## src/rtl/fpa_arb_pkg.sv

```systemverilog
// Shared types and constants for the FPA request arbiter.
package fpa_arb_pkg;
    localparam int FP_W            = 8;
    localparam int EXC_W           = 4;
    localparam int DEF_NUM_REQ     = 4;
    localparam int DEF_TIMEOUT_CYC = 32;

    typedef enum logic [1:0] {
        IDLE  = 2'd0,
        ISSUE = 2'd1,
        WAIT  = 2'd2,
        RESP  = 2'd3
    } state_t;
endpackage

```

## src/rtl/fpa_arbiter_rr_picker.sv

```systemverilog
// Combinational round-robin picker: first active request at or after rr_ptr.
module rr_picker
    import fpa_arb_pkg::*;
#(
    parameter int NUM_REQ = DEF_NUM_REQ,
    parameter int IW      = $clog2(NUM_REQ)
) (
    input  logic [NUM_REQ-1:0] req,
    input  logic [IW-1:0]      rr_ptr,
    output logic [NUM_REQ-1:0] grant,
    output logic [IW-1:0]      grant_idx,
    output logic               any
);
    logic [2*NUM_REQ-1:0] req_dbl;
    logic [NUM_REQ-1:0]   req_rot;
    logic [IW:0]          sum;

    // Rotating a doubled copy puts the pointer's requester at bit 0.
    assign req_dbl = {req, req} >> rr_ptr;
    assign req_rot = req_dbl[NUM_REQ-1:0];

    always_comb begin
        grant_idx = '0;
        any       = 1'b0;
        sum       = '0;
        for (int k = NUM_REQ - 1; k >= 0; k--) begin
            if (req_rot[k]) begin
                sum = {1'b0, rr_ptr} + (IW+1)'(k);
                if (sum >= (IW+1)'(NUM_REQ)) begin
                    sum = sum - (IW+1)'(NUM_REQ);
                end
                grant_idx = sum[IW-1:0];
                any       = 1'b1;
            end
        end
    end

    genvar gi;
    generate
        for (gi = 0; gi < NUM_REQ; gi++) begin : g_grant
            assign grant[gi] = any && (grant_idx == IW'(gi));
        end
    endgenerate
endmodule

```

## src/rtl/fpa_arbiter.sv

```systemverilog
// Round-robin arbiter sharing one FPA among NUM_REQ requesters.
// Optional done watchdog enabled by defining FPA_ARB_TIMEOUT_EN.
module fpa_arbiter
    import fpa_arb_pkg::*;
#(
    parameter int NUM_REQ     = DEF_NUM_REQ,
    parameter int TIMEOUT_CYC = DEF_TIMEOUT_CYC
) (
    input  logic                    clk,
    input  logic                    clr,
    input  logic [NUM_REQ-1:0]      req,
    input  logic [FP_W*NUM_REQ-1:0] req_a,
    input  logic [FP_W*NUM_REQ-1:0] req_b,
    output logic                    rsp_valid,
    output logic [NUM_REQ-1:0]      rsp_id,
    output logic [FP_W-1:0]         rsp_ans,
    output logic [EXC_W-1:0]        rsp_except,
`ifdef FPA_ARB_TIMEOUT_EN
    output logic                    timeout_err,
`endif
    output logic                    busy,
    output logic                    fpa_start,
    output logic                    fpa_clr,
    output logic [FP_W-1:0]         fpa_a,
    output logic [FP_W-1:0]         fpa_b,
    input  logic                    fpa_done,
    input  logic [FP_W-1:0]         fpa_ans,
    input  logic [EXC_W-1:0]        fpa_except
);
    localparam int IW = $clog2(NUM_REQ);

    state_t             state_reg, state_next;
    logic [IW-1:0]      winner_reg, winner_next;
    logic [NUM_REQ-1:0] winner_oh_reg, winner_oh_next;
    logic [IW-1:0]      rr_ptr_reg, rr_ptr_next;
    logic [FP_W-1:0]    fpa_a_reg, fpa_a_next;
    logic [FP_W-1:0]    fpa_b_reg, fpa_b_next;
    logic [FP_W-1:0]    rsp_ans_reg, rsp_ans_next;
    logic [EXC_W-1:0]   rsp_except_reg, rsp_except_next;

    logic [NUM_REQ-1:0] grant;
    logic [IW-1:0]      grant_idx;
    logic               any;

`ifdef FPA_ARB_TIMEOUT_EN
    localparam int CW = $clog2(TIMEOUT_CYC + 1);
    logic [CW-1:0] tmo_cnt_reg, tmo_cnt_next;
    logic          timeout_reg, timeout_next;
`endif

    rr_picker #(.NUM_REQ(NUM_REQ), .IW(IW)) u_picker (
        .req       (req),
        .rr_ptr    (rr_ptr_reg),
        .grant     (grant),
        .grant_idx (grant_idx),
        .any       (any)
    );

    always_comb begin
        state_next      = state_reg;
        winner_next     = winner_reg;
        winner_oh_next  = winner_oh_reg;
        rr_ptr_next     = rr_ptr_reg;
        fpa_a_next      = fpa_a_reg;
        fpa_b_next      = fpa_b_reg;
        rsp_ans_next    = rsp_ans_reg;
        rsp_except_next = rsp_except_reg;
`ifdef FPA_ARB_TIMEOUT_EN
        tmo_cnt_next    = tmo_cnt_reg;
        timeout_next    = 1'b0;
`endif
        case (state_reg)
            IDLE: begin
                if (any) begin
                    state_next     = ISSUE;
                    winner_next    = grant_idx;
                    winner_oh_next = grant;
                    fpa_a_next     = req_a[grant_idx*FP_W +: FP_W];
                    fpa_b_next     = req_b[grant_idx*FP_W +: FP_W];
                end
            end
            ISSUE: begin
                state_next = WAIT;
`ifdef FPA_ARB_TIMEOUT_EN
                tmo_cnt_next = '0;
`endif
            end
            WAIT: begin
                if (fpa_done) begin
                    state_next      = RESP;
                    rsp_ans_next    = fpa_ans;
                    rsp_except_next = fpa_except;
                end
`ifdef FPA_ARB_TIMEOUT_EN
                else if (tmo_cnt_reg == CW'(TIMEOUT_CYC - 1)) begin
                    // Give up: report all exception flags and reset the FPA.
                    state_next      = RESP;
                    rsp_ans_next    = '0;
                    rsp_except_next = '1;
                    timeout_next    = 1'b1;
                end else begin
                    tmo_cnt_next = tmo_cnt_reg + CW'(1);
                end
`endif
            end
            RESP: begin
                state_next  = IDLE;
                rr_ptr_next = (winner_reg == IW'(NUM_REQ - 1)) ? '0 : winner_reg + IW'(1);
            end
            default: state_next = IDLE;
        endcase
    end

    always_ff @(posedge clk) begin
        if (clr) begin
            state_reg      <= IDLE;
            winner_reg     <= '0;
            winner_oh_reg  <= '0;
            rr_ptr_reg     <= '0;
            fpa_a_reg      <= '0;
            fpa_b_reg      <= '0;
            rsp_ans_reg    <= '0;
            rsp_except_reg <= '0;
`ifdef FPA_ARB_TIMEOUT_EN
            tmo_cnt_reg    <= '0;
            timeout_reg    <= 1'b0;
`endif
        end else begin
            state_reg      <= state_next;
            winner_reg     <= winner_next;
            winner_oh_reg  <= winner_oh_next;
            rr_ptr_reg     <= rr_ptr_next;
            fpa_a_reg      <= fpa_a_next;
            fpa_b_reg      <= fpa_b_next;
            rsp_ans_reg    <= rsp_ans_next;
            rsp_except_reg <= rsp_except_next;
`ifdef FPA_ARB_TIMEOUT_EN
            tmo_cnt_reg    <= tmo_cnt_next;
            timeout_reg    <= timeout_next;
`endif
        end
    end

    // Outputs are forced low during clr, even in the first cycle of reset.
    assign busy       = !clr && (state_reg != IDLE);
    assign fpa_start  = !clr && (state_reg == ISSUE);
    assign rsp_valid  = !clr && (state_reg == RESP);
    assign rsp_id     = rsp_valid ? winner_oh_reg : '0;
    assign rsp_ans    = clr ? '0 : rsp_ans_reg;
    assign rsp_except = clr ? '0 : rsp_except_reg;
    assign fpa_a      = clr ? '0 : fpa_a_reg;
    assign fpa_b      = clr ? '0 : fpa_b_reg;

`ifdef FPA_ARB_TIMEOUT_EN
    assign timeout_err = !clr && timeout_reg;
    assign fpa_clr     = clr || timeout_reg;
`else
    assign fpa_clr     = clr;
`endif
endmodule

```

## config.mk

```make
export PLATFORM = sky130hd
export DESIGN_NAME = fpa_arbiter
export DESIGN_NICKNAME = d
export VERILOG_FILES = /design/src/rtl/fpa_arb_pkg.sv /design/src/rtl/fpa_arbiter_rr_picker.sv /design/src/rtl/fpa_arbiter.sv
export SDC_FILE = /design/constraint.sdc
export NUM_CORES = 1
export LEC_CHECK = 0
export ABC_AREA = 1
export CAP_MARGIN = 15
export CORE_MARGIN = 1
export CORE_UTILIZATION = 25
export DETAILED_ROUTE_END_ITERATION = 8
export GPL_TIMING_DRIVEN = 0
export SLEW_MARGIN = 20
export SYNTH_ARGS = -nofsm -noshare
export SYNTH_HDL_FRONTEND = slang
export SYNTH_SLANG_ARGS = --single-unit
```

## constraint.sdc

```tcl
create_clock -name clk -period 1.75 [get_ports clk]
set_clock_uncertainty 0.15 [all_clocks]
set_input_delay 0.35 -clock clk [delete_from_list [all_inputs] [get_ports clk]]
set_output_delay 0.35 -clock clk [all_outputs]
set_load 0.01 [all_outputs]
```

==> results.py <==
metrics = {
    "setup_path": {
        "path_class": "register to register",
        "cp_max_fo": 8,
        "crit_path_start_kind": "register",
        "crit_buf_inv": 4,
        "end_kind": "register",
        "arrival_ns": 1.95,
        "path_common_cell": "nand2_1",
        "critPathMaxStageDelay_ns": 0.34,
        "critPathSlowestCell": "dfxtp_2",
        "cp_cell_sequence": "buf_8 -> clkinv_8 -> nand2_8 -> nand3_4 -> nand2_4 -> nand2_4 -> nand3_4 -> nand2_8 -> buf_8 -> nand2_1 -> nand2_1 -> nand2_1 -> nand3_1 -> nand2_1 -> inv_1",
        "cp_top_family": "simple AND/OR/NAND/NOR gates",
        "cp.required_ns": 1.80,
    },
    "clocking": {
        "clock_path_buffers": 2,
        "cts-root-buf": "clkbuf_8",
        "cts.sinks": 38,
        "cts_buffers": 5,
        "cts_tree": "built",
        "worstSkewPairLatency_ns": 0.29,
        "path_clk_slew_ns": 0.08,
        "htree_levels": 2,
    },
    "synth": {
        "ys_seq_area_frac": 0.276,
        "netlist_instances": 452,
        "yosys_warnings": 0,
        "ys_seq_elements": 38,
        "syn-num-nets": 540,
        "yosysUniqueCellTypes": 27,
        "synth_area_um2": 2750,
        "syn_avg_cell_area_um2": 6.09,
    },
    "final_layout": {
        "antennaDiodeCount": 0,
        "fin_util": 0.465,
        "drive_gt1_frac": 0.268,
        "nets": 691,
        "area_growth_pct": 77.7,
        "stdcell_area_um2": 4890,
    },
    "timing": {
        "relSlewSlack": 0.683,
        "drv_slew": 0,
        "hold_viol_final": 0,
        "layout_setup_ws_ns": -0.155,
        "finalCriticalPeriod_ns": 1.91,
        "worstMarginPinSlew_ns": 0.475,
        "max_freq_mhz": 525,
        "setup_viol": 22,
        "timing.final.crit_share": 1.09,
        "rsz0062_at_grt": "yes",
    },
    "detailed_routing": {
        "wl_met2_mm": 4.68,
        "m1WireLength_mm": 4.31,
        "met3_length_um": 510,
        "num_vias": 3249,
        "postRouteAntennaNets": 0,
        "drtIter0Drc": 173,
        "vias_per_cell": 4.39,
        "top_layer": "met4",
        "drt-total-wl_mm": 9.61,
        "wl_per_cell_um": 13.0,
        "drt_first_pass_iters": 5,
        "drcViolationCount": 0,
    },
    "global_route": {
        "antenna_found_initial": 0,
        "grt_pass1_vias": 3181,
        "gr-total-overflow": 0,
        "grt_max_degree": 14,
        "grt_pass1_wl_mm": 14.9,
        "grt.total_usage": 0.165,
    },
    "flow_run": {
        "cap_violations": 0,
    },
    "die": {
        "ios": 119,
        "die_x_um": 107,
        "die-area_um2": 11400,
        "core-area_um2": 10500,
        "die_y_um": 107,
        "initial_core_util": 0.262,
        "rows": 37,
    },
    "placement": {
        "hpwl_mm": 6.92,
        "placed_area_um2": 4100,
        "dp_slack_ns": -1.24,
        "port_buffers": 118,
        "gp_congestion": 0.802,
    },
    "power_and_ir_drop": {
        "worst_ir_drop_vdd_v": 0.000574,
        "leakage_nw": 2.42,
        "pwr_density_cell_nw_per_um2": 1320,
    },
    "hold_path": {
        "hold_path.class": "register to register",
    },
    "status": {
        "violations": "setup timing",
        "status": "finished, violations left",
    },
}
-- logic make-up (layout without fill, tap and decap cells) --
group,count (synthesis),count (layout),synth area share
DFF,38,38,0.276
AOI/OAI and AO/OA,58,58,0.110
adders and majority gates,5,5,0.0227
and+or+nand+nor,225,225,0.390
xor gates and xnor gates,1,1,0.00318
buffers and inverters,125,277,0.198
-- where the power goes --
part / leakage, nW / internal, W / total (W) / switching (W)
combinational: 2.04 / 0.00198 / 0.00424 / 0.00226
sequential: 0.315 / 0.00117 / 0.00130 / 0.000125
clock: 0.0683 / 0.000571 / 0.000908 / 0.000337
total: 2.42 / 0.00372 / 0.00645 / 0.00273
-- synth_stat cells --
cell type,count,share of area
a21oi_1,35,0.064
a21oi_2,1,0.0032
buf_1,1,0.0014
buf_2,5,0.0091
buf_4,6,0.016
buf_6,5,0.020
clkbuf_1,8,0.011
dfxtp_1,38,0.28
ha_1,5,0.023
inv_1,94,0.13
inv_2,3,0.0041
inv_4,2,0.0045
inv_6,1,0.0032
nand2_1,91,0.12
nand2_2,12,0.027
nand2_4,6,0.025
nand2_8,1,0.0073
nand3_1,71,0.13
nand3_2,3,0.011
nand3_4,1,0.0064
nor2_1,36,0.049
nor2_2,3,0.0068
nor2_4,1,0.0041
o211a_1,1,0.0036
o211ai_1,1,0.0027
o21ai_0,20,0.036
xnor2_1,1,0.0032
-- worst min-delay path: stages (launching register included) --
cell and delay, ns:
dfxtp_1 0.30, inv_1 0.06, a21oi_1 0.05
-- layout by cell type (no fill, tap or decap), types with 3 or more instances in the layout --
master,count
o21ai_0,20
nor2_2,8
nand3_4,6
inv_2,5
nand2_2,28
inv_4,3
a21oi_1,35
nand2_8,6
clkdlybuf4s50_1,78
buf_6,10
inv_1,90
buf_8,4
nand3_1,60
nand2_1,64
nand2_4,12
buf_2,8
clkbuf_8,9
clkbuf_16,3
ha_4,3
clkdlybuf4s15_1,5
nor2_1,30
dfxtp_1,34
dlygate4sd2_1,19
clkbuf_2,8
clkbuf_1,3
nand3_2,9
buf_4,22
buf_12,3
-- repair_timing --
action / in CTS / in global routing
hold buffers: 0 / 0
setup endpoints to repair: 58 / 48
resized for setup: 121 / 86
pin swaps: 9 / 18
cloned: 0 / 3
setup buffers: 17 / 6
-- cell type report --
type                       count  area [µm²]
fill                        1064        5620
multi-input combinational    289        1770
timing repair buffer         144        1390
sequential                    38         771
inverter                     100         403
buffer                        25         249
tap                          136         170
clock buffer                   5        68.8
clock inverter                 3        68.8
-- path summary, 6_finish.rpt --
check	start	endpoint	slack (ns)	depth (start not counted)
hold reg to reg	rsp_ans_reg[1]$_SDFFE_PP0P_	rsp_ans_reg[1]$_SDFFE_PP0P_	0.31	2
setup reg to reg	rr_ptr_reg[0]$_SDFFE_PP0N_	fpa_a_reg[0]$_SDFFE_PP0P_	-0.16	15
hold / removal	rsp_ans_reg[1]$_SDFFE_PP0P_	rsp_ans_reg[1]$_SDFFE_PP0P_	0.31	2
setup / recovery	rr_ptr_reg[0]$_SDFFE_PP0N_	fpa_a_reg[0]$_SDFFE_PP0P_	-0.16	15
-- per-stage QoR --
| step | setup TNS (ns) | total power (W) | hold WS [ns] | cells |
|---|---|---|---|---|
| floorplan | 0 | 0.00345 | 0.280 | 452 |
| global placement | -48.76 | 0.00439 | 0.291 | 706 |
| detailed placement | -49.90 | 0.00445 | 0.296 | 706 |
| CTS | -1.75 | 0.00579 | 0.307 | 731 |
| global route | -4.88 | 0.00696 | 0.333 | 740 |
| finish | -2.50 | 0.00645 | 0.307 | 740 |
-- metal layers --
| metal | vias to the layer above | global-route usage |
|---|---|---|
| met2 | 104 | 0.282 |
| met1 | 1458 | 0.213 |
| met5 | - | 0 |
| met4 | 0 | 0.0342 |
| li1 | 1678 | - |
| met3 | 9 | 0.0328 |
Power figures use the tool's default switching activity.
==> RTL edit: new RTL, same flow settings <==
Build with the macro `FPA_ARB_TIMEOUT_EN` defined.
--- a/src/rtl/fpa_arbiter.sv
+++ b/src/rtl/fpa_arbiter.sv
@@ -1,4 +1,6 @@
 // Round-robin arbiter sharing one FPA among NUM_REQ requesters.
 // Optional done watchdog enabled by defining FPA_ARB_TIMEOUT_EN.
+`define FPA_ARB_TIMEOUT_EN
+
 module fpa_arbiter
     import fpa_arb_pkg::*;
Behaviour (old outputs only; new: timeout_err): no difference found for any inputs over 10 cycles, from zero or initial values; that may be too few to reach the edited logic, so the function may still have changed.
==> RTL edit against the unedited design <==
The flow still finishes with violations (negative setup slack); area after synthesis is 11% higher; non-clock buffer count rose by 6; setup slack got worse by 0.043 ns; combinational power rose by 11%; sequential cell count is 7 higher; synthesized cell count grew 5.5%; via count grew 9.0%; die area is 11% higher; wire length rose by 7.6%; power up 13%; maximum frequency down 2.2%; cell area increased by 8.7%; highest routed layer unchanged.
==> RTL edit: results (changes against the unedited design) <==
* Final WL at 10,300 um (+7.6%)
* Layout net count at 726 (+5.1%)
* Via density at 4.54 (+3.3%)
* Crit path DAT at 2.02 ns (+0.07 ns)
* First-pass GRT wire length at 16,600 um (+11%)
* Dpl hpwl at 7400 um (+6.9%)
* Setup violators final at 23 (+4.5%)
* Largest stage delay, worst path at 0.32 ns (-0.02 ns)
* Fill cell count at 1,122 (+5.5%)
* Synth top cells by count: inv_1, nand2_1, nor2_1
* Initial DRT Pass Iterations at 4 (-1)
* Pre-CTS setup slack at -1.24 ns (-0.000980 ns)
* Register area share after synthesis at 0.295 (+0.0187)
* Status: finished with violations
* Gr usage total at 0.161 (-0.00388)
* Worst-path clk slew at 0.06 ns (-0.02 ns)
* Failing checks: negative setup slack
* Post-synthesis cell count at 477 (+5.5%)
* Share of post-route cells with drive strength above 1 at 0.295 (+0.0265)
* Peak VDD IR at 589 uV (+2.6%)
* Iter 0 DRT Violations at 163 (-5.8%)
* Leakage power total at 0.00248 uW (+2.6%)
* Syn_nets at 566 (+4.8%)
* Largest net degree at the start of global routing at 15 (+1)
* Vias in the first global route at 3,586 (+13%)
* Netlist cell types at 35 (+30%)
* Post-route setup TNS at -3.14 ns (-0.645 ns)
* Crit path max fanout at 7 (-1)
* # port buffers at 119 (+0.85%)
* Placer Congestion at 0.819 (+2.1%)
* Worst rel slew slack at 0.701 (+0.0176)
* Min-delay src: tmo_cnt_reg[0]
* Final worst slack at -0.198 ns (-0.0426 ns)
* Cells after DPL at 739 (+4.7%)
## RTL edit: cell families after synthesis
group / count (synthesis) / synth area share
AND/OR/NAND/NOR: 254 / 0.395
buffers and inverters: 113 / 0.169
AO/OA/AOI/OAI: 57 / 0.111
flip-flops: 45 / 0.295
adder cells (fa/ha/maj): 6 / 0.0246
XOR/XNOR: 2 / 0.00574
## RTL edit: worst paths after layout
path	to	slack, ns	depth (start not counted)
max reg2reg	fpa_b_reg[7]	-0.20	14
min	tmo_cnt_reg[0]	0.30	1
max	fpa_b_reg[7]	-0.20	14
min reg2reg	tmo_cnt_reg[0]	0.30	1
## RTL edit: layer usage
| metal | up-vias | global-route usage | wire, um |
|---|---|---|---|
| li1 | 1825 | - | - |
| met1 | 1596 | 0.198 | 4600 |
| met2 | 108 | 0.284 | 4990 |
| met3 | 14 | 0.0313 | 567 |
| met4 | 0 | 0.0427 | 184 |
| met5 | - | 0 | 0 |
## RTL edit: area by class of cell
cell class	count	area share
inverters	90	0.0687
flip-flops and latches	45	0.171
plain buffers	22	0.0471
clock inverters	2	0.00706
repair buffers	153	0.272
clock buffers	6	0.0261
multi-input cells	320	0.374
well taps	143	0.0337
## RTL edit: report_power, final
part,internal [uW],switching [uW],leakage (uW)
clock network,712,391,0.0000831
registers,1320,176,0.000372
logic,2200,2490,0.00203
## RTL edit: metrics by stage
step                      hold slack [ns]  area (um2)   util
final                               0.302        5320  0.456
after global routing                0.319        5320  0.456
after CTS                           0.310        5040  0.432
after detailed placement            0.303        4420  0.379
after global placement              0.301        4420  0.379
after floorplan                     0.277        3050      -
## RTL edit: what timing repair did
| action | CTS | global route |
|---|---|---|
| endpoints found under the setup margin | 78 | 46 |
| resized for setup | 186 | 79 |
| hold buffers | 0 | 0 |
| pin swaps | 27 | 18 |
| setup buffers | 19 | 8 |
| cloned | 6 | 2 |
